## src/rtl/gpio_input_module.sv

```systemverilog
// rtl/gpio_input_module.sv - button/switch synchroniser, debouncer and start/abort launch FSM
module gpio_input_module #(
  parameter int DB_CYCLES = 16,
  parameter int CNT_W     = 5,
  parameter int NUM_SW    = 4
) (
  input  logic              clk,
  input  logic              rst,
  input  logic              btn_start_raw,
  input  logic              btn_abort_raw,
  input  logic [NUM_SW-1:0] sw_raw,
  input  logic              start_ack,
  input  logic              core_done,
  output logic              start_req,
  output logic [NUM_SW-1:0] core_sel,
  output logic              abort_pulse,
  output logic              busy,
  output logic              done,
  output logic [NUM_SW-1:0] sw_db
);

  localparam int NIN       = NUM_SW + 2;
  localparam int START_IDX = NUM_SW;
  localparam int ABORT_IDX = NUM_SW + 1;
  localparam logic [CNT_W-1:0] CNT_MAX = CNT_W'(DB_CYCLES - 1);

  typedef enum logic [1:0] {
    IDLE = 2'd0,
    REQ  = 2'd1,
    RUN  = 2'd2,
    DONE = 2'd3
  } state_t;

  logic [NIN-1:0]   raw_in;
  logic [NIN-1:0]   sync1;
  logic [NIN-1:0]   sync2;
  logic [NIN-1:0]   db;
  logic [NIN-1:0]   db_prev;
  logic [CNT_W-1:0] cnt [NIN];

  logic start_rise;
  logic abort_rise;
  logic launch;

  state_t            state;
  state_t            state_d;
  logic              start_req_d;
  logic              done_d;
  logic              abort_d;
  logic [NUM_SW-1:0] core_sel_d;

  assign raw_in = {btn_abort_raw, btn_start_raw, sw_raw};

  always_ff @(posedge clk) begin
    if (!rst) begin
      sync1 <= '0;
      sync2 <= '0;
    end else begin
      sync1 <= raw_in;
      sync2 <= sync1;
    end
  end

  // A level is accepted only after DB_CYCLES consecutive mismatching samples.
  always_ff @(posedge clk) begin
    if (!rst) begin
      for (int i = 0; i < NIN; i++) cnt[i] <= '0;
      db      <= '0;
      db_prev <= '0;
    end else begin
      db_prev <= db;
      for (int i = 0; i < NIN; i++) begin
        if (sync2[i] == db[i]) begin
          cnt[i] <= '0;
        end else if (cnt[i] == CNT_MAX) begin
          cnt[i] <= '0;
          db[i]  <= ~db[i];
        end else begin
          cnt[i] <= cnt[i] + CNT_W'(1);
        end
      end
    end
  end

  assign sw_db      = db[NUM_SW-1:0];
  assign start_rise = db[START_IDX] & ~db_prev[START_IDX];
  assign abort_rise = db[ABORT_IDX] & ~db_prev[ABORT_IDX];
  assign launch     = start_rise & (|sw_db);

  always_comb begin
    state_d     = state;
    start_req_d = start_req;
    core_sel_d  = core_sel;
    done_d      = done;
    abort_d     = abort_rise;
    if (abort_rise) begin
      state_d     = IDLE;
      start_req_d = 1'b0;
      core_sel_d  = '0;
      done_d      = 1'b0;
    end else begin
      case (state)
        IDLE: begin
          if (launch) begin
            core_sel_d  = sw_db;
            start_req_d = 1'b1;
            state_d     = REQ;
          end
        end
        REQ: begin
          if (start_ack) begin
            start_req_d = 1'b0;
            state_d     = RUN;
          end
        end
        RUN: begin
          if (core_done) begin
            done_d  = 1'b1;
            state_d = DONE;
          end
        end
        DONE: begin
          if (launch) begin
            done_d      = 1'b0;
            core_sel_d  = sw_db;
            start_req_d = 1'b1;
            state_d     = REQ;
          end
        end
        default: state_d = IDLE;
      endcase
    end
  end

  always_ff @(posedge clk) begin
    if (!rst) begin
      state       <= IDLE;
      start_req   <= 1'b0;
      core_sel    <= '0;
      done        <= 1'b0;
      abort_pulse <= 1'b0;
      busy        <= 1'b0;
    end else begin
      state       <= state_d;
      start_req   <= start_req_d;
      core_sel    <= core_sel_d;
      done        <= done_d;
      abort_pulse <= abort_d;
      busy        <= (state_d == REQ) || (state_d == RUN);
    end
  end

endmodule

```

## config.mk

```make
export PLATFORM = sky130hd
export DESIGN_NAME = gpio_input_module
export DESIGN_NICKNAME = d
export VERILOG_FILES = /design/src/rtl/gpio_input_module.sv
export SDC_FILE = /design/constraint.sdc
export NUM_CORES = 1
export LEC_CHECK = 0
export ABC_AREA = 1
export ABC_CLOCK_PERIOD_IN_PS = 2320
export BUFFER_PORTS_ARGS = -buffer_cell sky130_fd_sc_hd__buf_2
export CAP_MARGIN = 20
export CORE_MARGIN = 3
export CORE_UTILIZATION = 45
export DETAILED_ROUTE_END_ITERATION = 10
export PLACE_DENSITY_LB_ADDON = 0.08
export REMOVE_ABC_BUFFERS = 1
export SLEW_MARGIN = 40
export SYNTH_ARGS = -nofsm -noshare
export SYNTH_HDL_FRONTEND = slang
export SYNTH_SLANG_ARGS = --single-unit
export TNS_END_PERCENT = 10
```

## constraint.sdc

```tcl
create_clock -name clk -period 2.32 [get_ports clk]
set_clock_uncertainty 0.2 [all_clocks]
set_input_delay 0.232 -clock clk [delete_from_list [all_inputs] [get_ports clk]]
set_output_delay 0.232 -clock clk [all_outputs]
set_load 0.02 [all_outputs]
```

# Word level (Yosys, flattened, before mapping)
# Memories as Yosys holds them, arrays and structs flattened.
# Cells that the tools add are included.
# Widths: inputs -> output; s select.
# totals
ff_bits	34
ramBits	30
out_inout_bits	12
elab_cells	191
mem_count	1
# memory_table
memory	depth	width	rd	rd_ports_with_merged_regs	write_ports	line_no	source
cnt	6	5	6	0	6	39	logic [CNT_W-1:0] cnt [NIN];
# op_classes
n_addsub	6
eq_ne	21
n_mux	96
n_bitwise	36
n_reduce_logical	16
# ops
operator	count
$mux 5	18
$mux 1	71
$add 5x1->5 const B	6
$eq 5x4->1 const B	6
$or 1x1->1	18
$not 1->1	15
$reduce_and 2->1	7
$mux 2	4
$eq 1x1->1	6
$eq 2x2->1 const B	3
$ne 2x2->1 const B	3
$pmux 2 s3	1
$reduce_and 3->1	2
$eq 2x1->1 const B	2
$pmux 1 s2	2
$reduce_bool 2->1	2
$reduce_or 2->1	2
$reduce_or 4->1	1
$and 1x1->1	3
$logic_not 2->1	1
$ne 2x1->1 const B	1
$logic_or 1x1->1	1

# Logic depth before layout (Yosys ltp)
# depth
depth_word	8
depth_mapped	9
mapped_depth_nobuf	9

# Least setup slack after synthesis
# No wires, ideal clock.
# synth_timing
kind	register to register
from	mem cnt[1][0]
to	mem cnt[1][2] (data pin)
setup_time_ns	0.160
t_arrival_ns	1.433
required_time_ns	1.960
slack_ns	0.528
stages_incl_launch_ff	8
synth_period_minus_slack_ns	1.792
path_cell_list	edfxtp_1 > ha_1 > nand2_1 > nor2_1 > ha_1 > a211oi_1 > o21ai_1 > nor3b_1
# synth_lines
item	line_no
start: declaration	39

==> results.txt <==
Avg Vias per Cell: 4.45
total CTS buffers: 9
Synth top area share: 0.337
CTS resizes: 0
# diodes: 0
leading area contributor after synthesis: edfxtp_1
Worst EP arrival: 1940 ps
Final nets: 370
later-pin clock latency in the skew report: 330 ps
Hold Fails Final Rpt: 0
worst setup path endpoint: cnt[2][2]
Crit. Startpoint: cnt[2][0]
Post-Route WL: 4030 µm
total power: 2120 µW
Critical Path Source Type: register
Remaining Overflow, GRT: 0
CP max FO: 5
PwrDens: 671 nW/µm²
area grow syn2layout: 18.5%
row count: 27
Synth cell types: 28
required time of the critical path: 2270 ps
r2r worst-path depth: 7
Top Ports: 22
Crit-path slowest cell: edfxtp_1
WP depth: 7
Post-Syn Instances: 282
RSZ-0062 raised after global routing: no
CTS tree: built
final-report setup violation count: 0
chip width: 83.0 µm
Die Height: 83.0 µm
fin util: 0.561
Max-Cap Viols: 0
GPL Wtd Cong: 0.718
Crit. End Element: register
sequential fraction of the synthesis area: 0.562
Slew Limit Fails: 0
flop2flop setup slack: 340 ps
Root Buffer: clkbuf_8
HP Class: in2reg
synthesized area: 2670 µm²
fin crit period: 1980 ps
Port Buf Inserts: 21
post-detail-place hpwl: 2910 µm
hold_sp: rst
Initial Util: 0.473
first-pass GRT wire length: 7090 µm
WP buf/inv: 0
clk sink count: 60
maximum VDD drop: 320 µV
1st-iter DRT viols: 65
routed vias: 1,872
Synth area leaders: edfxtp_1 (34%), dfxtp_1 (22%), ha_1 (7.5%)
CTS max path bufs: 2
ANT nets after route: 0
Tot GR Track Use: 0.129
Crit Reg-Reg Startpoint: cnt[2][0]
P_leak: 0.00147 µW
Fmax: 0.504 GHz
average cell area after synthesis: 9.47 µm²
layout cell share with drive strength beyond 1: 0.129
outcome: complete, no violations
crit-path cells: ha_1 -> nand2_1 -> nor2_1 -> ha_1 -> a211oi_1 -> o21ai_1 -> nor3b_1
Crit path max-delay family: adder cells
number of global-route vias before repair: 1,679
final setup TNS: 0 ps
Ys Warns: 0
Core Region: 5640 µm²
R2R Path End: cnt[2][2]
Remaining DRCs: 0
H-tree depth: 3
First-pass DRT Iterations: 4
die area: 6900 µm²
WL per Instance: 9.56 µm
initial antenna violation count: 0
#FFs+latches synth: 60
crit path kind: reg2reg
Worst path most repeated cell: ha_1
Reg clk slew, reported paths: 60 ps
largest net degree at the start of global routing: 22
Max stage delay on crit path: 410 ps
Period Utilization, post-route: 0.855
-- power by group --
group	internal, µW	switching (µW)	total [µW]	leakage, µW
clock	410	369	779	0.0000848
sequential	1160	27.4	1190	0.000554
combinational	61.8	96.9	159	0.000834
total	1630	493	2120	0.00147
-- stage by stage --
step | setup WS (ps) | area [µm²] | hold WS, ps | std cells
finish | 336 | 3160 | 40.1 | 421
global route | 173 | 3160 | 44.6 | 421
CTS | 324 | 3160 | 29.3 | 421
detailed placement | 343 | 2940 | 195 | 399
global placement | 422 | 2940 | 191 | 399
floorplan | 524 | 2740 | 125 | 305
-- cell families after synthesis --
family	after synthesis	synth area share
flip-flops	60	0.562
AND/OR/NAND/NOR	109	0.180
AO/OA/AOI/OAI	41	0.0955
XOR/XNOR	1	0.00328
other	1	0.00140
adder cells (fa/ha/maj)	16	0.0749
buffers and inverters	54	0.0829
-- worst min-delay path: cells and delay by family --
family / cells / cell delay [ps]
and+or+nand+nor: 1 / 110
buffers and inverters: 2 / 190
-- layout make-up --
class,count,area (µm²)
timing repair buffer,28,173
clock buffer,13,149
inverter,48,180
multi-input combinational,197,1060
clock inverter,3,13.8
fill,510,2480
tap,72,90.1
sequential,60,1500
-- cells in the mapped netlist --
cell type / instances
a211oi_1: 3
a21oi_1: 15
a21oi_2: 3
a31oi_1: 1
buf_4: 5
clkbuf_1: 1
conb_1: 1
dfxtp_1: 30
edfxtp_1: 30
ha_1: 16
inv_1: 46
inv_2: 2
nand2_1: 40
nand2_2: 1
nand3_1: 11
nand3_2: 1
nand3_4: 1
nand4_1: 2
nor2_1: 46
nor2_4: 1
nor3b_1: 6
o211ai_1: 2
o211ai_2: 2
o21a_1: 1
o21ai_0: 8
o21ai_1: 3
o21bai_1: 3
xor2_1: 1
-- registers in the layout, indices dropped and copies added, names as in the netlist, 2 cells and up --
register	cells
cnt	30
core_sel	4
db	6
db_prev	2
state	2
sync1	6
sync2	6
-- cells in the final DEF, fill, tap and decap left out, drive strengths merged, types with 4 or more instances in the layout --
cell type / n
clkbuf: 13
nand2: 41
nand3: 13
dlygate4sd3: 6
o211ai: 4
buf: 22
dfxtp: 30
conb: 30
o21ai: 11
ha: 16
a21oi: 18
edfxtp: 30
nor2: 47
inv: 48
nor3b: 6
-- routing by layer --
| metal | track usage | wire (µm) | up-vias |
|---|---|---|---|
| met4 | 0.0802 | 122 | 0 |
| met3 | 0.0427 | 133 | 10 |
| met2 | 0.190 | 1680 | 26 |
| li1 | - | - | 1015 |
| met5 | 0 | 0 | - |
| met1 | 0.162 | 2090 | 821 |
-- worst min path at each step --
stage | endpoint | slack (ps) | depth (start not counted)
2_1_floorplan | sync1[0] | 130 | 2
3_3_place_gp | sync2[3] | 190 | 2
3_5_place_dp | sync2[5] | 200 | 2
4_1_cts | state[0] | 30 | 3
5_1_grt | done | 40 | 4
6_report | state[0] | 40 | 3
-- repair_timing --
action                                 4_1_cts  5_1_grt
endpoints found under the hold margin        6        0
hold buffers                                 6        0
buffers inserted                             0        0
No activity file was read; power rests on OpenSTA's default activity.
